===== config.mk =====
export PLATFORM = sky130hd
export DESIGN_NAME = prince_seq_ctrl
export DESIGN_NICKNAME = d
export VERILOG_FILES = /design/src/rtl/prince_seq_ctrl.sv
export SDC_FILE = /design/constraint.sdc
export NUM_CORES = 1
export LEC_CHECK = 0
export ABC_CLOCK_PERIOD_IN_PS = 20900
export BUFFER_PORTS_ARGS = -buffer_cell sky130_fd_sc_hd__buf_2
export CELL_PAD_IN_SITES_DETAIL_PLACEMENT = 0
export CELL_PAD_IN_SITES_GLOBAL_PLACEMENT = 2
export CORE_ASPECT_RATIO = 2
export CORE_MARGIN = 2
export CORE_UTILIZATION = 33
export CTS_CLUSTER_DIAMETER = 30
export CTS_CLUSTER_SIZE = 20
export DETAILED_ROUTE_END_ITERATION = 10
export GPL_TIMING_DRIVEN = 0
export PLACE_DENSITY_LB_ADDON = 0.05
export SLEW_MARGIN = 20
export SYNTH_ARGS = -nofsm -noshare
export SYNTH_HDL_FRONTEND = slang
export SYNTH_SLANG_ARGS = --single-unit

===== constraint.sdc =====
create_clock -name clk -period 20.9 [get_ports clk]
set_input_delay 1.045 -clock clk [delete_from_list [all_inputs] [get_ports clk]]
set_output_delay 1.045 -clock clk [all_outputs]
set_load 0.01 [all_outputs]

===== src/rtl/prince_seq_ctrl.sv =====
// Sequencer around the two-phase PRINCE round datapath: handshake, key expansion,
// whitening and phase/load control. Define PRINCE_DEC_EN to enable the decrypt schedule.
module prince_seq_ctrl #(
    parameter logic [63:0] ALPHA = 64'hC0AC29B7C97C50DD
) (
    input  logic          clk,
    input  logic          rst,
    input  logic          in_valid,
    output logic          in_ready,
    input  logic [63:0]   in_data,
    input  logic [127:0]  in_key,
    input  logic          in_decrypt,
    output logic [63:0]   core_in,
    output logic [63:0]   core_k1,
    output logic          core_phase,
    output logic          core_load,
    input  logic [63:0]   core_out,
    output logic          out_valid,
    input  logic          out_ready,
    output logic [63:0]   out_data,
    output logic          busy
);

    typedef enum logic [1:0] {
        IDLE = 2'd0,
        PH0  = 2'd1,
        PH1  = 2'd2,
        DONE = 2'd3
    } state_t;

    state_t        state_q, state_d;
    logic [63:0]   data_q, data_d;
    logic [127:0]  key_q, key_d;
    logic [63:0]   out_data_q, out_data_d;
    logic          out_valid_q, out_valid_d;

    logic [63:0]   k0, k1, k0_prime, kin, kout;

    assign k0       = key_q[127:64];
    assign k1       = key_q[63:0];
    assign k0_prime = {k0[0], k0[63:1]} ^ {63'b0, k0[63]};

`ifdef PRINCE_DEC_EN
    logic dec_q, dec_d;

    always_ff @(posedge clk or posedge rst) begin
        if (rst) begin
            dec_q <= 1'b0;
        end else begin
            dec_q <= dec_d;
        end
    end

    always_comb begin
        dec_d = dec_q;
        if (state_q == IDLE && in_valid) begin
            dec_d = in_decrypt;
        end
    end

    // Decryption swaps the whitening keys and reflects k1 through ALPHA.
    assign kin     = dec_q ? k0_prime : k0;
    assign kout    = dec_q ? k0 : k0_prime;
    assign core_k1 = dec_q ? (k1 ^ ALPHA) : k1;
`else
    logic unused_ok;
    assign unused_ok = ^{in_decrypt, ALPHA};

    assign kin     = k0;
    assign kout    = k0_prime;
    assign core_k1 = k1;
`endif

    assign core_in   = data_q ^ kin;
    assign out_valid = out_valid_q;
    assign out_data  = out_data_q;
    assign busy      = (state_q != IDLE);

    always_ff @(posedge clk or posedge rst) begin
        if (rst) begin
            state_q     <= IDLE;
            data_q      <= '0;
            key_q       <= '0;
            out_data_q  <= '0;
            out_valid_q <= 1'b0;
        end else begin
            state_q     <= state_d;
            data_q      <= data_d;
            key_q       <= key_d;
            out_data_q  <= out_data_d;
            out_valid_q <= out_valid_d;
        end
    end

    always_comb begin
        state_d     = state_q;
        data_d      = data_q;
        key_d       = key_q;
        out_data_d  = out_data_q;
        out_valid_d = out_valid_q;
        in_ready    = 1'b0;
        core_phase  = 1'b0;
        core_load   = 1'b0;

        case (state_q)
            IDLE: begin
                in_ready = 1'b1;
                if (in_valid) begin
                    data_d  = in_data;
                    key_d   = in_key;
                    state_d = PH0;
                end
            end
            PH0: begin
                core_load = 1'b1;
                state_d   = PH1;
            end
            PH1: begin
                // Output whitening is folded into the result register here.
                core_phase  = 1'b1;
                out_data_d  = core_out ^ kout;
                out_valid_d = 1'b1;
                state_d     = DONE;
            end
            DONE: begin
                if (out_ready) begin
                    out_valid_d = 1'b0;
                    state_d     = IDLE;
                end
            end
            default: begin
                state_d = IDLE;
            end
        endcase
    end

endmodule


==> results.sh, run 1 <==
export IMPL_run_status="completed"
export IMPL_cts_root_to_sink_buffers=3
export IMPL_dpl_cell_count=1720
export IMPL_ant_nets=0
export IMPL_total_power_per_unit_cell_area_nw_per_um2=180
export IMPL_cts_buffers_inserted=44
export IMPL_clk_latency_ns=0.52
export IMPL_post_route_setup_tns_ns=0
export IMPL_cts_tree="built"
export IMPL_worst_path_max_fanout=5
export IMPL_vias_per_cell=4.39
export IMPL_drt_first_pass_iters=4
export IMPL_most_used_cells_in_the_layout_excluding_fill_and_tap_cells="buf_2, dfrtp_1, mux2_2, xnor2_1"
export IMPL_dr_first_iter_drc_count=187
export IMPL_worst_r2r_cell_count=5
export IMPL_post_route_cells_drive_above_1_share=0.600
export IMPL_hpwl_microns=25100
export IMPL_drv_max_cap_violation_count=0
export IMPL_total_leakage_power_nw=7.59
export IMPL_power_total_mw=2.83
export IMPL_reg2reg_slack_ns=19.06
export IMPL_synth_seq_area_share=0.576
export IMPL_clock_fmax_mhz=397
export IMPL_synth_nets=1092
export IMPL_grt_busiest_layer="met2"
export IMPL_syn_instance_count=825
export IMPL_met2_routing_resource_usage_after_global_routing=0.336
export IMPL_dieArea_sq_um=35700
export IMPL_cp_arrival_ns=1.47
export IMPL_vias_in_the_first_global_route=8495
export IMPL_antenna_found_initial=14
export IMPL_global_route_usage_met3=0.0606
export IMPL_synthToLayoutAreaGrowth_pct=39.5
export IMPL_ioPinCount=458
export IMPL_hold_ws_ns=0.501
export IMPL_fin_worst_skew_ns=0.0106
export IMPL_route_detailed_wl_per_inst_microns=18.3
export IMPL_worstHoldEndpoint="key_q[22]"
export IMPL_mostFrequentLayoutCell="buf_2"
export IMPL_min_period_over_period=0.120
export IMPL_post_synth_cell_area_avg_sq_um=13.6
export IMPL_syn_area_sq_um=11300
export IMPL_final_cells=1808
export IMPL_critPathRequiredTime_ns=19.85
export IMPL_synthesis_stage_register_bit_count=259
export IMPL_max_slew_worst_pin_slew_ns=0.581
export IMPL_layout_nets=1597
export IMPL_track_usage=0.182
export IMPL_period_needed_ns=2.52
export IMPL_gr_usage_met1=0.183
export IMPL_hold_violations=0
export IMPL_postCtsSetupRepairBufs=0
export IMPL_maximum_number_of_pins_on_one_net_before_global_route_repair=93
export IMPL_setup_violations=0
export IMPL_htree_num_levels=2
export IMPL_power_ir_vdd_worst_v=0.0000851
export IMPL_die_h_microns=265
export IMPL_placeableCoreArea_sq_um=33600
export IMPL_crit_reg2reg_launch="state_q[0]"
export IMPL_global_route_wire_length_before_repair_microns=49200
export IMPL_place_port_buffers=456
export IMPL_synthesis_warning_total=0
export IMPL_grt_setup_unrepaired="no"
export IMPL_clock_sinks=259
export IMPL_start_util=0.335
export IMPL_worst_setup_path_start_kind="flip-flop"
export IMPL_critPathKind="flip-flop to output port"
export IMPL_critPathCaptureType="output port"
export IMPL_cts_root_buffer_cell="clkbuf_16"
export IMPL_final_fill_count=3258
export IMPL_timing_max_transition_violations_final=0
export IMPL_die_w_microns=135
export IMPL_min_delay_path_class="flip-flop to flip-flop"
export IMPL_cts_resized=0
export IMPL_clk_pin_slew_ns=0.05
export IMPL_netlist_cell_type_count=18
export IMPL_holdCritStartpoint="key_q[22]"
export IMPL_hold_buffers=0
export IMPL_r2r_end="out_data[16]"
export IMPL_route_vias_total=7931
export IMPL_multi_input_comb_area_sq_um=3990
export IMPL_ff_latch_area_sq_um=6480
export IMPL_worst_hold_path_num_cells=1
export IMPL_drt_wl_total_microns=33000
export IMPL_drc=0
export IMPL_grt_ovfl_total=0
export IMPL_finalWeightedCongestion=0.762
export IMPL_worst_relative_slew_slack=0.613
export IMPL_placementRows=95
==> worst max-delay path by stage <==
stage / startpoint / to / slack, ns / cells after the start
2_1_floorplan: rst / data_q[0] / 12.73 / 1
3_3_place_gp: rst / key_q[11] / 8.93 / 2
3_5_place_dp: rst / key_q[3] / 18.62 / 4
4_1_cts: state_q[0] / core_phase / 18.35 / 3
5_1_grt: state_q[0] / busy / 18.27 / 4
6_report: state_q[0] / busy / 18.38 / 4
==> critical path, stage by stage (launching register included) <==
cell and delay (ns):
dfrtp_1 0.42, inv_1 0.11, ha_1 0.23, inv_1 0.05, buf_2 0.14
==> cell families after synthesis <==
group | synth area share
AO/OA/AOI/OAI | 0.0298
XOR/XNOR | 0.100
adder cells (fa/ha/maj) | 0.00667
buffers and inverters | 0.0702
flip-flops | 0.576
multiplexers | 0.195
AND/OR/NAND/NOR | 0.0222
==> layer usage <==
metal,vias up,routed length [microns]
met4,8,1330
met3,78,2690
met2,319,17800
li1,3728,-
met1,3798,11200
met5,-,57
==> power by group <==
group / switching [mW] / leakage (nW) / internal, mW
Combinational: 0.554 / 3.86 / 0.608
Sequential: 0.170 / 3.00 / 0.762
Clock: 0.249 / 0.733 / 0.486
Total: 0.973 / 7.59 / 1.86
==> synth_stat cells, drive strengths merged <==
master,instances,area share
inv,5,0.0017
o21ai,1,0.00044
mux2i,1,0.00089
xor2,64,0.050
xnor2,65,0.051
nand2,2,0.00067
mux2,194,0.19
clkbuf,4,0.0013
o32a,1,0.00089
nor2b,1,0.00056
ha,6,0.0067
nor2,63,0.021
dfrtp,259,0.58
buf,95,0.067
a21oi,64,0.028
==> flip-flops by register name, indices dropped and copies added, names as in the netlist <==
register and count:
out_data 64, key_q 128, data_q 64, out_valid 1
state_q 2
==> stage by stage <==
| stage | worst slack [ns] | util | instance area, sq um |
|---|---|---|---|
| after floorplan | 12.73 | - | 11300 |
| after global placement | 8.93 | 0.419 | 14100 |
| after detailed placement | 18.62 | 0.421 | 14200 |
| after CTS | 18.35 | 0.466 | 15700 |
| after global routing | 18.27 | 0.467 | 15700 |
| final | 18.38 | 0.467 | 15700 |
==> final cells by class <==
cell class                      count  share of cell area
Tap cell                          436              0.0347
Sequential cell                   259               0.413
Antenna cell                       10             0.00159
Clock buffer                       57              0.0778
Inverter                            5             0.00167
Multi-Input combinational cell    462               0.254
Buffer                             99              0.0492
Timing Repair Buffer              459               0.151
Clock inverter                     21              0.0179
Power figures use the tool's default switching activity.
==> run 2: changes to the inputs <==
--- a/config.mk
+++ b/config.mk
@@ -5,13 +5,13 @@
 export SDC_FILE = /design/constraint.sdc
 export NUM_CORES = 1
 export LEC_CHECK = 0
-export ABC_CLOCK_PERIOD_IN_PS = 20900
+export ABC_CLOCK_PERIOD_IN_PS = 2200
 export BUFFER_PORTS_ARGS = -buffer_cell sky130_fd_sc_hd__buf_2
 export CELL_PAD_IN_SITES_DETAIL_PLACEMENT = 0
 export CELL_PAD_IN_SITES_GLOBAL_PLACEMENT = 2
 export CORE_ASPECT_RATIO = 2
 export CORE_MARGIN = 2
-export CORE_UTILIZATION = 33
+export CORE_UTILIZATION = 28
 export CTS_CLUSTER_DIAMETER = 30
 export CTS_CLUSTER_SIZE = 20
 export DETAILED_ROUTE_END_ITERATION = 10
==> constraint.sdc (replaced) <==
create_clock -name clk -period 2.2 [get_ports clk]
set_input_delay 0.11 -clock clk [delete_from_list [all_inputs] [get_ports clk]]
set_output_delay 0.11 -clock clk [all_outputs]
set_load 0.01 [all_outputs]
==> results.sh, run 2 (synthesis results as in run 1) <==
export IMPL_cts_root_buffer_cell="clkbuf_16"
export IMPL_drv_max_cap_violation_count=0
export IMPL_period_needed_ns=1.88
export IMPL_cp_arrival_ns=2.26
export IMPL_clk_pin_slew_ns=0.05
export IMPL_worst_setup_path_startpoint="state_q[0]"
export IMPL_critPathTopFamily="buffers and inverters"
export IMPL_total_switching_power_mw=9.73
export IMPL_grt_ovfl_total=0
export IMPL_ff_latch_area_sq_um=6480
export IMPL_layout_nets=1866
export IMPL_timing_max_transition_violations_final=0
export IMPL_regMostFlops="key_q"
export IMPL_worst_setup_path_start_kind="flip-flop"
export IMPL_detailedPlace_worstSlack_ns=0.262
export IMPL_r2r_end="out_data[48]"
export IMPL_combinationalPowerShare=0.419
export IMPL_post_route_setup_tns_ns=0
export IMPL_place_port_buffers=456
export IMPL_seq_power_share=0.320
export IMPL_clock_fmax_mhz=532
export IMPL_worst_path_max_fanout=10
export IMPL_ant_nets=0
export IMPL_global_route_wire_length_before_repair_microns=57200
export IMPL_synthToLayoutAreaGrowth_pct=65.1
export IMPL_hold_ws_ns=0.126
export IMPL_critPathRequiredTime_ns=2.58
export IMPL_p_int_mw=18.0
export IMPL_run_status="completed"
export IMPL_clock_sinks=259
export IMPL_power_ir_vdd_worst_v=0.000903
export IMPL_reg2reg_slack_ns=0.32
export IMPL_start_util=0.285
export IMPL_critPathCaptureType="flip-flop"
export IMPL_vias_in_the_first_global_route=10100
export IMPL_track_usage=0.176
export IMPL_total_leakage_power_nw=8.76
export IMPL_max_slew_worst_pin_slew_ns=0.584
export IMPL_min_period_over_period=0.854
export IMPL_maximum_number_of_pins_on_one_net_before_global_route_repair=30
export IMPL_drt_wl_total_microns=37100
export IMPL_cts_resized=0
export IMPL_power_share_switching=0.351
export IMPL_cts_buffers_inserted=47
export IMPL_grt_setup_unrepaired="no"
export IMPL_final_cells=2161
export IMPL_worst_slack_ns=0.321
export IMPL_clock_power_share=0.260
export IMPL_route_vias_total=9015
export IMPL_mostFrequentLayoutCell="buf_2"
export IMPL_placeableCoreArea_sq_um=39600
export IMPL_total_power_per_unit_cell_area_nw_per_um2=1490
export IMPL_final_fill_count=3795
export IMPL_htree_num_levels=2
export IMPL_worst_r2r_cell_count=5
export IMPL_most_used_cells_in_the_layout_excluding_fill_and_tap_cells="buf_2, dfrtp_1, dlygate4sd3_1, mux2_2, xnor2_1"
export IMPL_hold_violations=0
export IMPL_fin_worst_skew_ns=0.0183
export IMPL_min_delay_path_class="primary input to async pin"
export IMPL_drt_first_pass_iters=4
export IMPL_route_detailed_wl_per_inst_microns=17.2
export IMPL_hold_buffers=259
export IMPL_worst_relative_slew_slack=0.611
export IMPL_hpwl_microns=28000
export IMPL_dieArea_sq_um=41900
export IMPL_vias_per_cell=4.17
export IMPL_postCtsSetupRepairBufs=0
export IMPL_ioPinCount=458
export IMPL_crit_reg2reg_launch="state_q[0]"
export IMPL_placementRows=103
export IMPL_drc=0
export IMPL_cpPeakStageDelay_ns=0.49
export IMPL_cts_tree="built"
export IMPL_cts_root_to_sink_buffers=3
export IMPL_largest_register_ffs=128
export IMPL_dpl_cell_count=1816
export IMPL_die_w_microns=146
export IMPL_critPathKind="flip-flop to flip-flop"
export IMPL_n_antenna_cell=0
export IMPL_post_route_cells_drive_above_1_share=0.509
export IMPL_dr_first_iter_drc_count=166
export IMPL_antenna_found_initial=0
export IMPL_critical_path_n_buffers_inverters=3
export IMPL_die_h_microns=288
export IMPL_multi_input_comb_area_sq_um=3990
export IMPL_setup_violations=0
export IMPL_finalWeightedCongestion=0.738
export IMPL_crit_path_top_delay_cell="clkbuf_1"
export IMPL_timing_critical_path_cells="inv_1 -> ha_1 -> buf_2 -> clkbuf_1 -> a21oi_1"
export IMPL_clk_latency_ns=0.53
[run 2: tightest hold or removal path: stages]
cell and delay, ns:
dlygate4sd3_1 0.53, buf_2 0.13, clkinvlp_4 0.30
[run 2: how the worst max path moves through the flow]
stage / to / slack (ns) / depth (start not counted)
after floorplan: data_q[0] / -1.32 / 1
after global placement: key_q[46] / -3.53 / 2
after detailed placement: out_data[48] / 0.26 / 5
after CTS: out_data[48] / 0.23 / 5
after global routing: out_data[48] / 0.14 / 5
final: out_data[48] / 0.32 / 5
[run 2: final cells by class]
| class | count | area share |
|---|---|---|
| Clock buffer | 60 | 0.0697 |
| Tap cell | 525 | 0.0354 |
| Clock inverter | 26 | 0.0154 |
| Timing Repair Buffer | 725 | 0.274 |
| Sequential cell | 259 | 0.349 |
| Inverter | 5 | 0.00121 |
| Buffer | 99 | 0.0415 |
| Multi-Input combinational cell | 462 | 0.214 |
[run 2: layer usage]
metal	part of all wire	up-vias	global-route usage
met5	0	-	0
met3	0.072	72	0.0482
li1	-	4274	-
met4	0.037	0	0.0694
met1	0.34	4338	0.178
met2	0.55	331	0.337
[run 2: power groups by stage]
stage	sequential [mW]	clock, mW	combinational (mW)
global placement	8.91	0	11.3
floorplan	8.92	0	6.88
global route	9.26	7.68	12.6
detailed placement	8.98	0	11.5
finish	8.88	7.22	11.6
CTS	8.91	7.49	11.9
[run 2: per-stage QoR]
stage                     utilization  total power, mW  instance area, sq um
after floorplan                     -             15.8                 11300
after global placement          0.359             20.3                 14200
after detailed placement        0.364             20.4                 14400
after CTS                       0.470             28.3                 18600
after global routing            0.470             29.6                 18600
final                           0.470             27.7                 18600
==> run 3: changes to the inputs <==
==> config.mk (replaced) <==
export PLATFORM = sky130hd
export DESIGN_NAME = prince_seq_ctrl
export DESIGN_NICKNAME = d
export VERILOG_FILES = /design/src/rtl/prince_seq_ctrl.sv
export SDC_FILE = /design/constraint.sdc
export NUM_CORES = 1
export LEC_CHECK = 0
export ABC_CLOCK_PERIOD_IN_PS = 2400
export BUFFER_PORTS_ARGS = -buffer_cell sky130_fd_sc_hd__buf_2
export CORE_AREA = 2 2 179 181
export CTS_CLUSTER_DIAMETER = 30
export CTS_CLUSTER_SIZE = 20
export DETAILED_ROUTE_END_ITERATION = 10
export DIE_AREA = 0 0 181 183
export GPL_TIMING_DRIVEN = 0
export PLACE_DENSITY_LB_ADDON = 0.05
export SLEW_MARGIN = 15
export SYNTH_ARGS = -nofsm -noshare
export SYNTH_HDL_FRONTEND = slang
export SYNTH_SLANG_ARGS = --single-unit
==> constraint.sdc (replaced) <==
create_clock -name clk -period 2.4 [get_ports clk]
set_input_delay 0.12 -clock clk [delete_from_list [all_inputs] [get_ports clk]]
set_output_delay 0.12 -clock clk [all_outputs]
set_load 0.01 [all_outputs]
==> results.sh, run 3 (synthesis results as in run 1) <==
export IMPL_ant_nets=0
export IMPL_placementRows=65
export IMPL_total_power_per_unit_cell_area_nw_per_um2=1430
export IMPL_post_route_cells_drive_above_1_share=0.510
export IMPL_place_port_buffers=456
export IMPL_cts_buffers_inserted=68
export IMPL_final_fill_count=2593
export IMPL_placeableCoreArea_sq_um=31200
export IMPL_critical_path_n_buffers_inverters=3
export IMPL_critPathRequiredTime_ns=2.77
export IMPL_htree_num_levels=3
export IMPL_vias_per_cell=4.40
export IMPL_cts_root_to_sink_buffers=3
export IMPL_hold_violations=0
export IMPL_cpPeakStageDelay_ns=0.50
export IMPL_min_delay_path_class="primary input to flip-flop"
export IMPL_drv_max_cap_violation_count=0
export IMPL_clk_latency_ns=0.55
export IMPL_layout_nets=1884
export IMPL_run_status="completed"
export IMPL_post_route_setup_tns_ns=0
export IMPL_setup_violations=0
export IMPL_multi_input_comb_area_sq_um=3990
export IMPL_maximum_number_of_pins_on_one_net_before_global_route_repair=33
export IMPL_post_route_cell_area_sq_um=19000
export IMPL_total_leakage_power_nw=9.03
export IMPL_crit_path_top_delay_cell="clkbuf_1"
export IMPL_clk_pin_slew_ns=0.04
export IMPL_global_route_wire_length_before_repair_microns=54300
export IMPL_clock_fmax_mhz=550
export IMPL_critPathCaptureType="flip-flop"
export IMPL_worst_path_max_fanout=10
export IMPL_clock_sinks=259
export IMPL_fin_worst_skew_ns=0.0270
export IMPL_critPathTopFamily="buffers and inverters"
export IMPL_drc=0
export IMPL_grt_ovfl_total=0
export IMPL_period_needed_ns=1.82
export IMPL_drt_first_pass_iters=4
export IMPL_cts_tree="built"
export IMPL_drt_wl_total_microns=35000
export IMPL_regMostFlops="key_q"
export IMPL_most_used_cells_in_the_layout_excluding_fill_and_tap_cells="buf_2, dfrtp_1, dlygate4sd3_1, mux2_2, clkbuf_16"
export IMPL_cts_root_buffer_cell="clkbuf_16"
export IMPL_ioPinCount=458
export IMPL_finish_utilization=0.608
export IMPL_post_detailed_placement_cell_area_sq_um=14200
export IMPL_timing_max_transition_violations_final=0
export IMPL_track_usage=0.211
export IMPL_final_cells=2073
export IMPL_vias_in_the_first_global_route=10000
export IMPL_cp_arrival_ns=2.19
export IMPL_dieArea_sq_um=33100
export IMPL_dr_first_iter_drc_count=218
export IMPL_largest_register_ffs=128
export IMPL_max_slew_worst_pin_slew_ns=0.706
export IMPL_start_util=0.360
export IMPL_min_period_over_period=0.757
export IMPL_ff_latch_area_sq_um=6480
export IMPL_critPathKind="flip-flop to flip-flop"
export IMPL_power_ir_vdd_worst_v=0.000748
export IMPL_timing_critical_path_cells="inv_1 -> ha_1 -> buf_2 -> clkbuf_1 -> a21oi_1"
export IMPL_synthToLayoutAreaGrowth_pct=68.7
export IMPL_die_w_microns=181
export IMPL_mostFrequentLayoutCell="buf_2"
export IMPL_worst_relative_slew_slack=0.529
export IMPL_route_detailed_wl_per_inst_microns=16.9
export IMPL_finalWeightedCongestion=0.731
export IMPL_route_vias_total=9113
export IMPL_power_total_mw=27.2
export IMPL_dpl_cell_count=1692
export IMPL_hpwl_microns=24700
export IMPL_worst_setup_path_start_kind="flip-flop"
export IMPL_grt_setup_unrepaired="no"
export IMPL_antenna_found_initial=2
export IMPL_die_h_microns=183
run 3: cell types whose count changed in the layout (fill, tap and decap cells not counted), sizes merged:
cell	delta
buf	-1
bufinv	-2
clkbuf	+43
clkinv	+2
clkinvlp	-1
diode	+2
dlygate4sd3	-2
inv	-6
run 3: final cells by class:
type                       instances  share of cell area
tap                              402              0.0265
inverter                           5             0.00119
timing repair buffer             722               0.265
antenna                            2            0.000264
multi-input combinational        462               0.210
buffer                            99              0.0407
sequential                       259               0.341
clock buffer                     103               0.105
clock inverter                    19             0.00975
run 3: path summary, 6_finish.rpt:
check	from	endpoint	slack (ns)	cells after the start
setup / recovery	state_q[0]	out_data[10]	0.58	5
hold / removal	in_valid	state_q[0]	0.05	4
setup reg to reg	state_q[0]	out_data[10]	0.58	5
hold reg to reg	out_valid	out_valid	0.48	2
max in group asynchronous	rst	data_q[37]	0.99	8
min in group asynchronous	rst	key_q[71]	0.06	3
run 3: stage by stage:
stage / hold WS [ns] / setup WS (ns)
2_1_floorplan: 0.270 / -1.13
3_3_place_gp: 0.351 / -3.13
3_5_place_dp: 0.0659 / 0.514
4_1_cts: 0.0190 / 0.517
5_1_grt: 0.0703 / 0.380
6_report: 0.0499 / 0.583
run 3: worst reg2reg max path: stages, from the launching register on:
cell and delay [ns]:
dfrtp_1 0.42, inv_1 0.12, ha_1 0.21, buf_2 0.29
clkbuf_1 0.50, a21oi_1 0.13
run 3: per-layer routing:
layer / vias to the layer above / global-route usage / wire length, microns / share of wire
met4: 0 / 0.0865 / 1160 / 0.033
met3: 80 / 0.0639 / 2680 / 0.077
met2: 349 / 0.382 / 17900 / 0.51
met5: - / 0 / 0 / 0
li1: 4329 / - / - / -
met1: 4355 / 0.231 / 13300 / 0.38
run 3: report_power, final:
| part | internal, mW | switching, mW |
|---|---|---|
| sequential | 6.65 | 1.52 |
| clock | 5.89 | 2.58 |
| combinational | 5.58 | 5.01 |
run 3: what timing repair did:
| item | CTS | global route |
|---|---|---|
| endpoints found under the hold margin | 291 | 0 |
| resized for setup | 0 | 0 |
| hold buffers | 257 | 0 |
| buffers inserted | 0 | 0 |
